### config.mk
export PLATFORM = sky130hd
export DESIGN_NAME = pc_gen
export DESIGN_NICKNAME = d
export VERILOG_FILES = /design/src/rtl/pc_gen.sv
export SDC_FILE = /design/constraint.sdc
export NUM_CORES = 1
export LEC_CHECK = 0
export ABC_CLOCK_PERIOD_IN_PS = 2200
export CORE_MARGIN = 2
export CORE_UTILIZATION = 40
export CTS_BUF_LIST = sky130_fd_sc_hd__clkbuf_4
export CTS_CLUSTER_DIAMETER = 30
export DETAILED_ROUTE_END_ITERATION = 10
export PLACE_DENSITY = 0.82
export SLEW_MARGIN = 10
export SYNTH_ARGS = -nofsm -noshare
export SYNTH_HDL_FRONTEND = slang
export SYNTH_SLANG_ARGS = --single-unit
### constraint.sdc
create_clock -name clk -period 2.2 [get_ports clk]
set_input_delay 0.44 -clock clk [delete_from_list [all_inputs] [get_ports clk]]
set_output_delay 0.44 -clock clk [all_outputs]
set_load 0.01 [all_outputs]
### src/rtl/pc_gen.sv
// Program-counter generator: holds the fetch PC, offers it over valid/ready and arbitrates redirects.
// Optional feature macro PC_MISALIGN_CHK_EN rejects redirect targets that are not STEP-aligned.
module pc_gen #(
    parameter int              ADDR_W    = 32,
    parameter logic [ADDR_W-1:0] RST_ADDR = '0,
    parameter int              NUM_REDIR = 2,
    parameter int              STEP      = 4
) (
    input  logic                        clk,
    input  logic                        rst,
    input  logic [NUM_REDIR-1:0]        redir_valid_i,
    input  logic [NUM_REDIR*ADDR_W-1:0] redir_addr_i,
    input  logic                        hold_i,
    input  logic                        fetch_ready_i,
    input  logic                        halt_req_i,
    input  logic                        resume_i,
    output logic [ADDR_W-1:0]           pc_o,
    output logic                        fetch_valid_o,
    output logic [NUM_REDIR-1:0]        redir_taken_o,
    output logic                        halted_o,
    output logic                        misalign_o,
    output logic [ADDR_W-1:0]           misalign_addr_o
);

    typedef enum logic [1:0] {
        BOOT = 2'd0,
        RUN  = 2'd1,
        HALT = 2'd2
    } state_t;

    state_t              state;
    state_t              state_next;
    logic [ADDR_W-1:0]   pc_next;
    logic                redir_any;
    logic [ADDR_W-1:0]   redir_target;
    logic                target_bad;
    logic                redir_apply;

    assign fetch_valid_o = (state == RUN) && !hold_i;

    // Lowest-index valid channel wins; BOOT ignores every redirect.
    always_comb begin
        redir_taken_o = '0;
        redir_any     = 1'b0;
        redir_target  = '0;
        if (state != BOOT) begin
            for (int k = 0; k < NUM_REDIR; k++) begin
                if (redir_valid_i[k] && !redir_any) begin
                    redir_any        = 1'b1;
                    redir_taken_o[k] = 1'b1;
                    redir_target     = redir_addr_i[k*ADDR_W +: ADDR_W];
                end
            end
        end
    end

`ifdef PC_MISALIGN_CHK_EN
    assign target_bad = (STEP == 4) ? (|redir_target[1:0]) : redir_target[0];
`else
    assign target_bad = 1'b0;
`endif

    assign redir_apply = redir_any && !target_bad;

    // A halt request in RUN blocks the sequential advance but not a redirect.
    always_comb begin
        pc_next    = pc_o;
        state_next = state;
        case (state)
            BOOT: begin
                state_next = RUN;
            end
            RUN: begin
                if (redir_apply) begin
                    pc_next = redir_target;
                end else if (fetch_valid_o && fetch_ready_i && !halt_req_i) begin
                    pc_next = pc_o + ADDR_W'(STEP);
                end
                if (halt_req_i) begin
                    state_next = HALT;
                end
            end
            HALT: begin
                if (redir_apply) begin
                    pc_next = redir_target;
                end
                if (resume_i && !halt_req_i) begin
                    state_next = RUN;
                end
            end
            default: begin
                state_next = BOOT;
            end
        endcase
    end

    always_ff @(posedge clk or posedge rst) begin
        if (rst) begin
            state    <= BOOT;
            pc_o     <= RST_ADDR;
            halted_o <= 1'b0;
        end else begin
            state    <= state_next;
            pc_o     <= pc_next;
            halted_o <= (state_next == HALT);
        end
    end

`ifdef PC_MISALIGN_CHK_EN
    // The rejected address is sticky until the next rejection.
    always_ff @(posedge clk or posedge rst) begin
        if (rst) begin
            misalign_o      <= 1'b0;
            misalign_addr_o <= '0;
        end else begin
            misalign_o <= redir_any && target_bad;
            if (redir_any && target_bad) begin
                misalign_addr_o <= redir_target;
            end
        end
    end
`else
    assign misalign_o      = 1'b0;
    assign misalign_addr_o = '0;
`endif

endmodule

==> flow_metrics.env <==
export IMPL_via_per_inst=5.77
export IMPL_intPower_mw=3.14
export IMPL_wirelength_um=8690
export IMPL_syn2layout_area_growth_pct=57.5
export IMPL_p_switching_mw=2.61
export IMPL_cts_made_buffers=5
export IMPL_grt_pass1_wl_um=13800
export IMPL_total_power_mw=5.75
export IMPL_fin_crit_sh=0.962
export IMPL_peakVddDrop_mv=0.781
export IMPL_syn_area_mm2=0.00258
export IMPL_dr_wl_met3_um=806
export IMPL_die_area_mm2=0.00712
export IMPL_root_buffer="clkbuf_4"
export IMPL_fmax_mhz=473
export IMPL_synth_seq_cells=35
export IMPL_core_area_mm2=0.00631
export IMPL_cp_max_fo=4
export IMPL_reg2reg_from="pc_o[2]$_DFFE_PP0P_"
export IMPL_cellPowerDensity_mw_per_mm2=1410
export IMPL_dp_slack_ns=-0.353
export IMPL_hold_ws_ns=0.495
export IMPL_cap_violations=0
export IMPL_vias=3031
export IMPL_insertedDiodeCount=0
export IMPL_syn_avg_cell_area_um2=8.56
export IMPL_synthCells=302
export IMPL_topRoutingLayerUsed="met4"
export IMPL_async_flop_share=1.00
export IMPL_ys_flop_type="dfrtp_1"
export IMPL_die_y_um=84.4
export IMPL_period_minus_slack_ns=2.12
export IMPL_leakagePower_nw=1.68
export IMPL_min_path_type="input port to async pin"
export IMPL_n_fill_cell=540
export IMPL_antenna_left=0
export IMPL_start_kind="input port"
export IMPL_endpoint_kind="flop"
export IMPL_worstPathRequired_ns=2.45
export IMPL_drt_iter0_drc=189
export IMPL_grt_pass1_vias=2897
export IMPL_fin_nets=524
export IMPL_fin_ws_ns=0.0837
export IMPL_die_x_um=84.4
export IMPL_seqPwrFrac=0.228
export IMPL_num_io_pins=141
export IMPL_hold_buffers=0
export IMPL_finalMaxSlewViolations=0
export IMPL_yosysWarnings=0
export IMPL_worst_ep_arrival_time_ns=2.37
export IMPL_p_clk_frac=0.061
export IMPL_critical_path_class="input port to flop"
export IMPL_cts_max_path_buffers=2
export IMPL_start_util=0.409
export IMPL_utilization=0.645
export IMPL_antenna_found_initial=0
export IMPL_wire_per_inst_um=16.5
export IMPL_yosysUniqueCellTypes=47
export IMPL_synth_edf_count=0
export IMPL_wl_met2_um=4330
export IMPL_grt_usage=0.235
export IMPL_cts_tree="built"
export IMPL_htreeDepth=2
export IMPL_wl_met1_um=3460
export IMPL_place_congestion=0.850
export IMPL_clk_insertion_delay_late_ns=0.34
export IMPL_hold_viol=0
export IMPL_first_pass_iters=7
export IMPL_clock_skew_ns=0.00486
export IMPL_drcViolationCount=0
export IMPL_clock_sinks=35
export IMPL_p_comb_frac=0.711
export IMPL_outcome="finished clean"
export IMPL_drive_above_1_share=0.161
export IMPL_num_rows=29
export IMPL_reg2reg_depth=8
export IMPL_synth_seq_area_share=0.339
export IMPL_grt_overflow_total=0
export IMPL_setup_viol=0
export IMPL_setup_tns_ns=0
export IMPL_p_sw_frac=0.454
export IMPL_port_buffers=107
export IMPL_reg2reg_to="pc_o[30]$_DFFE_PP0P_"
export IMPL_grt_max_degree=36
export IMPL_cts_clk_slew_worst_paths_ns=0.11
export IMPL_hpwl_um=6540
export IMPL_regToRegSetupSlack_ns=0.13
==> cell usage after synthesis (7+ instances only) <==
cell / count / share of area
and3_1: 9 / 0.022
nor2_1: 23 / 0.033
nand2_1: 16 / 0.023
a211oi_1: 12 / 0.035
a221oi_1: 22 / 0.075
clkbuf_1: 14 / 0.020
inv_1: 7 / 0.010
nor3_1: 13 / 0.025
a21oi_1: 19 / 0.037
buf_4: 33 / 0.096
a311oi_1: 11 / 0.037
nand3_1: 9 / 0.017
o21ai_0: 19 / 0.037
dfrtp_1: 35 / 0.34
==> what timing repair did <==
item                       CTS  global route
pin swaps                    1             4
setup endpoints to repair    5            17
hold endpoints to repair     0             0
gates resized for setup      7            10
setup buffers                0             1
==> per-stage QoR <==
stage	std cells	area, um2
6_report	525	4070
5_1_grt	525	4070
4_1_cts	524	4020
3_5_place_dp	516	3950
3_3_place_gp	516	3950
2_1_floorplan	334	2710
==> worst max-delay path, stage by stage <==
cell and delay [ns]:
clkdlybuf4s50_1 0.43, or3b_4 0.43, a21o_4 0.24, a2111oi_4 0.43
a311oi_1 0.15, a311oi_1 0.25
==> cell type report <==
| cell class | count | area, um2 | share of cell area |
|---|---|---|---|
| Sequential cell | 35 | 876 | 0.215 |
| Inverter | 7 | 26.3 | 0.00646 |
| Multi-Input combinational cell | 243 | 1560 | 0.384 |
| Clock inverter | 2 | 7.51 | 0.00184 |
| Tap cell | 77 | 96.3 | 0.0237 |
| Clock buffer | 6 | 45.0 | 0.0111 |
| Timing Repair Buffer | 155 | 1460 | 0.358 |
==> sequential cells by signal (all words and copies together), names as in the netlist <==
signal	flops
halted_o	1
pc_o	32
state	2
==> power by group through the flow <==
stage | sequential (mW) | combinational (mW) | clock [mW]
floorplan | 1.47 | 1.82 | 0
global placement | 1.29 | 3.82 | 0
detailed placement | 1.31 | 3.93 | 0
CTS | 1.30 | 3.97 | 0.355
global route | 1.36 | 4.41 | 0.383
finish | 1.31 | 4.09 | 0.352
==> how the worst max path moves through the flow <==
stage                   startpoint                   end  slack, ns  cells past startpoint
2_1_floorplan  pc_o[2]$_DFFE_PP0P_  pc_o[29]$_DFFE_PP0P_       0.12                      6
3_3_place_gp         fetch_ready_i  pc_o[29]$_DFFE_PP0P_      -0.28                      6
3_5_place_dp            halt_req_i  pc_o[27]$_DFFE_PP0P_      -0.35                      6
4_1_cts         state[1]$_DFF_PP0_         fetch_valid_o       0.02                      5
5_1_grt                 halt_req_i  pc_o[29]$_DFFE_PP0P_     -0.006                      6
6_report                halt_req_i  pc_o[29]$_DFFE_PP0P_       0.08                      6
==> cells in the final DEF (no fill, tap or decap), drive strengths merged, types with 2 or more instances in the layout <==
cell,synthesis,layout
clkdlybuf4s50,0,104
buf,35,48
dfrtp,35,35
conb,1,33
nor2,23,23
a221oi,22,22
o21ai,20,20
a21oi,19,19
nand2,16,16
nor3,13,13
a211oi,12,12
a311oi,11,11
and3,9,9
nand3,9,9
inv,7,7
clkbuf,14,6
nor4,5,5
ha,5,5
and4,4,4
a222oi,4,4
a22oi,3,3
nand4,3,3
nor2b,3,3
nand2b,2,2
or4,2,2
o21a,2,2
a211o,2,2
o22ai,2,2
a22o,2,2
a31oi,2,2
o2bb2ai,2,2
clkinv,0,2
dlygate4sd2,0,2
==> cell families (layout without fill, tap and decap cells) <==
logic type,count (synthesis),count (layout),share of synthesized area
AOI/OAI and AO/OA,111,111,0.318
adders and majority gates,5,5,0.0242
buffers and inverters,56,170,0.130
DFF,35,35,0.339
other,1,33,0.00145
and+or+nand+nor,94,94,0.188
==> metal layers <==
layer	track usage	vias up
li1	-	1402
met1	0.291	1440
met2	0.419	178
met3	0.0492	11
met4	0.0563	0
met5	0	-
Power figures use the tool's default switching activity.
